==> src/rtl/shift_ex_stage_pkg.sv <==
// rtl/shift_ex_stage_pkg.sv - R-type shift function codes and stage-wide constants
package shift_ex_stage_pkg;

    localparam int MUX_W = 32;
    localparam int AMT_W = 5;

    localparam logic [5:0] FUNC_SLL  = 6'h00;
    localparam logic [5:0] FUNC_SRL  = 6'h02;
    localparam logic [5:0] FUNC_SRA  = 6'h03;
    localparam logic [5:0] FUNC_SLLV = 6'h04;
    localparam logic [5:0] FUNC_SRLV = 6'h06;
    localparam logic [5:0] FUNC_SRAV = 6'h07;

endpackage

==> src/rtl/shift_ex_stage_shift_mux.sv <==
// rtl/shift_ex_stage_shift_mux.sv - combinational 32-bit barrel shifter (left, logical right, arithmetic right)
module shift_mux
    import shift_ex_stage_pkg::*;
(
    input  logic [MUX_W-1:0] data,
    input  logic [AMT_W-1:0] amt,
    input  logic             right,
    input  logic             arith,
    output logic [MUX_W-1:0] result
);

    logic             fill;
    logic [2*MUX_W-1:0] ext;

    // Right shifts pull in the fill word from above, so one shifter covers SRL and SRA.
    always_comb begin
        fill   = arith & data[MUX_W-1];
        ext    = {{MUX_W{fill}}, data} >> amt;
        result = right ? ext[MUX_W-1:0] : (data << amt);
    end

endmodule

==> src/rtl/shift_ex_stage.sv <==
// rtl/shift_ex_stage.sv - two-stage execute wrapper for R-type shifts with valid/ready and flush
module shift_ex_stage
    import shift_ex_stage_pkg::*;
#(
    parameter int DATA_W            = 32,
    parameter int RD_W              = 5,
    parameter bit ZERO_REG_SUPPRESS = 1'b1
) (
    input  logic              clock,
    input  logic              resetn,
    input  logic              flush,
    input  logic              in_valid,
    output logic              in_ready,
    input  logic [5:0]        in_func,
    input  logic [4:0]        in_sa,
    input  logic [DATA_W-1:0] in_rs,
    input  logic [DATA_W-1:0] in_rt,
    input  logic [RD_W-1:0]   in_rd,
    output logic              out_valid,
    input  logic              out_ready,
    output logic [DATA_W-1:0] out_result,
    output logic [RD_W-1:0]   out_rd,
    output logic              out_wreg,
    output logic              out_illegal,
    output logic              busy
);

    logic              s1_valid;
    logic [DATA_W-1:0] s1_data;
    logic [4:0]        s1_amt;
    logic              s1_right;
    logic              s1_arith;
    logic              s1_illegal;
    logic [RD_W-1:0]   s1_rd;

    logic              s2_accept;
    logic              s1_adv;
    logic              in_accept;

    logic [4:0]        d_amt;
    logic              d_right;
    logic              d_arith;
    logic              d_illegal;
    logic [DATA_W-1:0] mux_result;
    logic              unused_rs_hi;

    assign unused_rs_hi = ^in_rs[DATA_W-1:5];

    assign s2_accept = !out_valid | out_ready;
    assign s1_adv    = s1_valid & s2_accept;
    assign in_ready  = !flush & (!s1_valid | s1_adv);
    assign in_accept = in_valid & in_ready;
    assign busy      = s1_valid | out_valid;

    always_comb begin
        d_amt     = in_rs[4:0];
        d_right   = 1'b0;
        d_arith   = 1'b0;
        d_illegal = 1'b0;
        case (in_func)
            FUNC_SLL:  d_amt = in_sa;
            FUNC_SRL:  begin d_amt = in_sa; d_right = 1'b1; end
            FUNC_SRA:  begin d_amt = in_sa; d_right = 1'b1; d_arith = 1'b1; end
            FUNC_SLLV: ;
            FUNC_SRLV: d_right = 1'b1;
            FUNC_SRAV: begin d_right = 1'b1; d_arith = 1'b1; end
            default:   d_illegal = 1'b1;
        endcase
    end

    always_ff @(posedge clock or negedge resetn) begin
        if (!resetn) begin
            s1_valid   <= 1'b0;
            s1_data    <= '0;
            s1_amt     <= '0;
            s1_right   <= 1'b0;
            s1_arith   <= 1'b0;
            s1_illegal <= 1'b0;
            s1_rd      <= '0;
        end else if (flush) begin
            s1_valid <= 1'b0;
        end else if (in_accept) begin
            s1_valid   <= 1'b1;
            s1_data    <= in_rt;
            s1_amt     <= d_amt;
            s1_right   <= d_right;
            s1_arith   <= d_arith;
            s1_illegal <= d_illegal;
            s1_rd      <= in_rd;
        end else if (s1_adv) begin
            s1_valid <= 1'b0;
        end
    end

    shift_mux u_shift_mux (
        .data   (s1_data),
        .amt    (s1_amt),
        .right  (s1_right),
        .arith  (s1_arith),
        .result (mux_result)
    );

    // Flush only drops the valid bit; the result registers keep their last contents.
    always_ff @(posedge clock or negedge resetn) begin
        if (!resetn) begin
            out_valid   <= 1'b0;
            out_result  <= '0;
            out_rd      <= '0;
            out_illegal <= 1'b0;
        end else if (flush) begin
            out_valid <= 1'b0;
        end else if (s1_adv) begin
            out_valid   <= 1'b1;
            out_result  <= s1_illegal ? '0 : mux_result;
            out_rd      <= s1_rd;
            out_illegal <= s1_illegal;
        end else if (out_ready) begin
            out_valid <= 1'b0;
        end
    end

    assign out_wreg = out_valid & !out_illegal & !(ZERO_REG_SUPPRESS && (out_rd == '0));

endmodule

==> config.mk <==
export PLATFORM = sky130hd
export DESIGN_NAME = shift_ex_stage
export DESIGN_NICKNAME = d
export VERILOG_FILES = /design/src/rtl/shift_ex_stage_pkg.sv /design/src/rtl/shift_ex_stage_shift_mux.sv /design/src/rtl/shift_ex_stage.sv
export SDC_FILE = /design/constraint.sdc
export NUM_CORES = 1
export LEC_CHECK = 0
export ABC_AREA = 0
export CAP_MARGIN = 10
export CORE_MARGIN = 2
export CORE_UTILIZATION = 30
export DETAILED_ROUTE_END_ITERATION = 16
export PLACE_DENSITY = 0.62
export SETUP_SLACK_MARGIN = 0.5
export SLEW_MARGIN = 20
export SYNTH_ARGS = -nofsm -noshare
export SYNTH_HDL_FRONTEND = slang
export SYNTH_SLANG_ARGS = --single-unit
export TNS_END_PERCENT = 20
==> constraint.sdc <==
create_clock -name clock -period 2.8 [get_ports clock]
set_clock_uncertainty 0.1 [all_clocks]
set_input_delay 0.56 -clock clock [delete_from_list [all_inputs] [get_ports clock]]
set_output_delay 0.56 -clock clock [all_outputs]
set_load 0.05 [all_outputs]
---- Yosys cells after proc, flatten, opt, wreduce, memory -nomap -nowiden ----
Cells that the tools add are included.
cells by class
  eq/ne operators ......................... 5
  order comparisons ....................... 0
  add/subtract/negate cells ............... 0
  multiply operators ...................... 0
  shifts and indexed selects .............. 2
  bitwise gates (word level) .............. 10
  muxes and demuxes ....................... 12
  reduce and logical (&&, ||, !) cells .... 15
  divide/modulo/power cells ............... 0
operator list
  kind                                                                    number
  32-bit two-way mux                                                      2
  64-bit by 5-bit right shift with 32-bit output                          1
  32-bit by 5-bit << shifter with 32-bit output                           1
  6-bit by 3-bit equality test with 1-bit output (second input constant)  3
  6-bit by 2-bit equality test with 1-bit output (second input constant)  2
  1-bit two-way mux                                                       9
  1-bit bitwise AND                                                       6
  6-bit zero test                                                         1
  3-bit nonzero test                                                      2
  6-bit OR reduction                                                      1
  1-bit zero test                                                         5
  5-bit zero test                                                         1
  5-bit two-way mux                                                       1
  2-bit AND reduction                                                     2
  4-bit OR reduction                                                      1
  1-bit OR                                                                3
  3-bit OR reduction                                                      1
  2-bit OR reduction                                                      1
  1-bit inverter                                                          1
word-level totals
  RAM bits ................................ 0
  memory bits (read-only) ................. 0
  memories kept ........................... 0
  flip-flop bits (word level) ............. 85
  output and inout port bits .............. 42
  bits in latches ......................... 0

---- Longest topological paths before layout ----
  word-level depth ........................ 8
  gate-level depth with buffers ........... 9
  gate-level depth less buffers ........... 5

---- Hierarchy ----
Synthesis repeated with hierarchy kept, for this count alone.
unflattened totals
  cell total of the unflattened synthesis .. 759
  area, all modules ....................... 7952.6 um^2
by module, submodules not included
  module          cells an instance  instances  area an instance (um^2)  sequential area each (um^2)
  shift_mux       508                1          4210.3                   0.0
  shift_ex_stage  251                1          3742.3                   2127.0

---- Worst setup path after synthesis ----
Ideal clock, no wire load.
  kind .................................... register to register
  start point ............................. register out_valid
  end point ............................... register s1_data[0]
  cell stages (with the launch flop) ...... 7
  setup slack ............................. -0.093 ns
  arrival ................................. 2.669 ns
  path buffers ............................ 2
  cells stage by stage .................... dfrtp_1 -> nor2b_1 -> clkbuf_1 -> a21oi_1 -> nand2_1 -> buf_1 -> mux2_2
between the ends
  longest elaborated chain between the ends .. 7
RTL lines
  element                        RTL line               text
  start, declared                shift_ex_stage.sv:19   output logic out_valid,
  start signal, assigned         shift_ex_stage.sv:106  out_valid <= 1'b0;
  start signal, assigned         shift_ex_stage.sv:111  out_valid <= 1'b0;
  start signal, assigned         shift_ex_stage.sv:113  out_valid <= 1'b1;
  1-bit zero test                shift_ex_stage.sv:49   assign s2_accept = !out_valid | out_ready;
  1-bit OR                       shift_ex_stage.sv:49
  1-bit bitwise AND              shift_ex_stage.sv:50   assign s1_adv = s1_valid & s2_accept;
  1-bit OR                       shift_ex_stage.sv:51   assign in_ready = !flush & (!s1_valid | s1_adv);
  1-bit bitwise AND              shift_ex_stage.sv:51
  via in_ready                   shift_ex_stage.sv:13   output logic in_ready,
  1-bit bitwise AND              shift_ex_stage.sv:52   assign in_accept = in_valid & in_ready;
  2-bit AND reduction (no line)  n/a
  end signal, assigned           shift_ex_stage.sv:84   s1_data <= in_rt;
  end, declared                  shift_ex_stage.sv:29   logic [DATA_W-1:0] s1_data;
The timed path passes the listed nets, and every way through them passes these cells.
A chain may end at the register's enable or synchronous reset.

---- Worst setup path after layout ----
  start point ............................. register s1_amt[0]
  end point ............................... register out_result[22]
between the ends
  longest elaborated chain between the ends .. 3
RTL lines
  element                                                                                                          RTL line                                                        text
  start, declared                                                                                                  shift_ex_stage.sv:30                                            logic [4:0] s1_amt;
  start signal, assigned                                                                                           shift_ex_stage.sv:85                                            s1_amt <= d_amt;
  32-bit by 5-bit << shifter with 32-bit output or 64-bit by 5-bit right shift with 32-bit output (tied branches)  shift_ex_stage_shift_mux.sv:19, shift_ex_stage_shift_mux.sv:18
  32-bit two-way mux *                                                                                             shift_ex_stage_shift_mux.sv:19                                  result = right ? ext[MUX_W-1:0] : (data << amt);
  32-bit two-way mux *                                                                                             shift_ex_stage.sv:114                                           out_result <= s1_illegal ? '0 : mux_result;
  end signal, assigned                                                                                             shift_ex_stage.sv:114
  end, declared                                                                                                    shift_ex_stage.sv:21                                            output logic [DATA_W-1:0] out_result,
Every way passes the cells marked *; elsewhere a longest branch is shown, timed or not.

==> results list <==
- Number of core rows: 55
- Clock Sinks: 85
- The longest clock path from root to sink contains 2 buffers.
* Slowest Stage Delay on Critical Path: 560 ps
- Syn nets: 744
- Once routing completed, OpenROAD measured the worst setup slack at 332 ps.
- Min cycle time layout: 2470 ps
- DP Wirelength: 17.9 mm
- Cell types with the largest area share after synthesis: dfrtp_1 31%, mux4_2 15%, mux2_2 9.3%
* Pin count of the biggest net entering global routing: 56
* Hold buffers post-CTS: 0
* Arrival time worst endpoint: 2590 ps
- Among all flip-flop cells after synthesis, the most frequent one is dfrtp_1.
- In this run, CTS created clock tree buffers numbering 9.
* Post-layout net count: 882
* Type of element capturing the critical path: register
- Summed instance area of the synthesized netlist: 6810 um2
- Setup repair after global routing could not meet its margin everywhere.
* Grt total ovfl: 0
* Count of mapped cells out of synthesis: 659
- The share of the Yosys chip area taken by registers is 31.2%.
- 127 I/O pins were placed.
- The number of antenna violations at the first check in global routing was 0.
- The flow ran to the end, and the final reports show no timing, DRC or antenna violations.
* Overall global routing resource usage: 19.7%
* Antenna diodes: 0
* Max rail drop VDD: 0.317 mV
- Before CTS, the worst setup slack after placement is 142 ps.
- Max-cap violations in this run came to 0.
- Final Setup Violations: 0
* Detailed-route vias per instance: 5.74
- Post-route standard cell area excluding fillers: 9040 um2
- The largest individual stage delay along the critical path comes from the cell mux4_2.
- Kind of cell adding the most delay to the critical path: multiplexers
* Number of flops mapped to enable cells by yosys: 0
- For this design the ratio of total power to cell area is 628 nW/um2.
- Final setup TNS: 0 ps
- Counting the fill cells in the layout gives 2,203.
- Final Hold Fails: 0
- The area growth from synthesis to layout is 32.7%.
- Die footprint: 23,900 um2
* Fmax achieved: 0.405 GHz
* Die H: 155 um
- Violation count after the first detailed-route iteration: 600
- Routed wire length: 23.5 mm
* Cell at the root of the clock tree: clkbuf_16
* Leakage power: 3.61 nW
- After detailed routing, the number of remaining DRC violations is 0.
* Layout cell share with drive strength beyond 1: 29.7%
- Buffers placed on the I/O ports in this run total 99.
- The die is 155 um wide.
* Finished Layout Cells: 1,087
- Total number of vias: 6,236
- Crit path top cell by count: buf_4
* Area share of the leading cell type in the synthesized netlist: 31.2%
* Number of global-route vias before repair: 5,877
- Clock insertion delay at the later pin of the skew report: 350 ps
- The largest total area in the synthesized netlist belongs to dfrtp_1.
- Worst-margin pin slew: 653 ps
- The first global-routing pass estimated 35.9 mm of wire.
- Number of buffers and inverters on the critical path: 3
- The worst path uses 88.1% of the clock period.
* Total core area: 22,400 um2
* Tightest slew margin relative to the limit: 56.4%
- After synthesis, the share of flip-flops with an asynchronous set or reset is 100%.
- Post-place instance area: 8440 um2
* Startpoint kind of the worst setup timing path: register
* Leading cell type by number of instances after synthesis: nand2_1
- The signal on the critical path passes through buf_4 > buf_4 > mux4_2 > mux2_2 > inv_1 > o21ai_0 > or4_1.
- The critical path is of the register to register type.
- After synthesis, the mean cell area works out to 10.3 um2.
- Peak fanout along the critical path: 5
* Starting utilization of the core area: 30.4%
- CTS tree: built
- Cell count after placement: 1,052
* Antenna-violating nets left: 0
- In this run, distinct cell masters in the synthesized netlist total 62.
- GP Congestion: 0.970
- After detailed routing, the average wire length per cell comes to 21.6 um.
* Slew Viols, Final: 0
* Number of levels the H-tree was split into: 3
- Clock slew seen by the registers of the worst setup and hold paths: 60 ps
* Most frequent cells after synthesis: 95 x nand2_1, 85 x dfrtp_1, 56 x mux2_2
- Length of the first detailed-routing pass in iterations: 5
- Kind of path behind the tightest hold check: input port to async pin
* Yosys warns: 0
- Yosys reg bits: 85
* Worst Path Required: 2920 ps
flip-flops by register name, summed over array words and instances (netlist names):
name         flops
out_result      32
s1_data         32
out_rd           5
s1_amt           5
s1_rd            5
out_illegal      1
out_valid        1
s1_arith         1
s1_illegal       1
s1_right         1
s1_valid         1
per-layer routing:
layer	track usage (%)	share of wire [%]	vias up	wire, um
met5	0	0	-	0
met3	5.02	8.7	28	2040
met4	4.89	1.7	0	403
met2	30.1	46	315	10800
met1	27.9	44	3061	10300
li1	-	-	2832	-
layout by cell type, fill, tap and decap left out, types with 10 or more instances in the layout:
| cell | netlist | final |
|---|---|---|
| clkdlybuf4s50_1 | 0 | 95 |
| a21oi_1 | 22 | 21 |
| clkbuf_16 | 0 | 10 |
| nor2_1 | 53 | 53 |
| buf_4 | 3 | 74 |
| nand2_1 | 95 | 94 |
| mux2_2 | 56 | 56 |
| dfrtp_1 | 85 | 82 |
| mux4_2 | 46 | 52 |
| mux2i_1 | 40 | 31 |
| o211ai_1 | 14 | 14 |
| nand3_1 | 10 | 10 |
| o21ai_0 | 31 | 31 |
| nor3_1 | 14 | 14 |
area by class of cell:
cell class / instances / area (um2) / share of cell area, %
multi-input combinational: 507 / 4420 / 48.9
clock inverter: 7 / 98.8 / 1.09
timing repair buffer: 184 / 1760 / 19.5
sequential: 85 / 2140 / 23.6
inverter: 10 / 37.5 / 0.415
clock buffer: 9 / 225 / 2.49
tap: 285 / 357 / 3.95
cell families (layout without fill, tap and decap cells):
family                 Yosys count  count (layout)  synth area share, %
buffers and inverters           67             210                 4.90
multiplexers                   156             156                 35.7
AO/OA/AOI/OAI                  148             148                 15.2
flip-flops                      85              85                 31.2
AND/OR/NAND/NOR                203             203                 13.0
where the power goes:
part	total [W]	internal (W)	leakage (nW)	switching [W]
logic	0.00274	0.00126	2.38	0.00149
clock network	0.00131	0.000786	0.156	0.000519
registers	0.00163	0.00138	1.07	0.000247
total	0.00568	0.00343	3.61	0.00225
through the flow:
stage / hold WS, ps / utilization (%) / total power, W
floorplan: 164 / - / 0.00322
global placement: 343 / 37.6 / 0.00413
detailed placement: 351 / 37.6 / 0.00414
CTS: 106 / 39.5 / 0.00556
global route: 133 / 40.3 / 0.00594
finish: 84.7 / 40.3 / 0.00568
path summary, 6_finish.rpt:
kind | start | to | slack [ps] | cells after the start
setup / recovery | s1_amt[0]$_DFFE_PN0P_ | out_result[22]$_DFFE_PN0P_ | 330 | 7
hold / removal | resetn | s1_data[30]$_DFFE_PN0P_ | 80 | 1
setup reg to reg | s1_amt[0]$_DFFE_PN0P_ | out_result[22]$_DFFE_PN0P_ | 330 | 7
hold reg to reg | s1_rd[3]$_DFFE_PN0P_ | out_rd[3]$_DFFE_PN0P_ | 350 | 2
max in group asynchronous | resetn | s1_amt[1]$_DFFE_PN0P_ | 1880 | 2
min in group clock | s1_rd[3]$_DFFE_PN0P_ | out_rd[3]$_DFFE_PN0P_ | 350 | 2
worst register-to-register path, stage by stage, from the launching register on:
cell	delay (ps)
dfrtp_4	460
buf_4	190
buf_4	130
mux4_2	560
mux2_2	330
inv_1	80
o21ai_0	80
or4_1	400
timing repair:
item,CTS,global route
gates resized for setup,26,8
buffers inserted,7,11
pin swaps,0,1
hold endpoints to repair,0,0
setup endpoints to repair,32,34
cloned,0,1
Power figures use the tool's default switching activity.
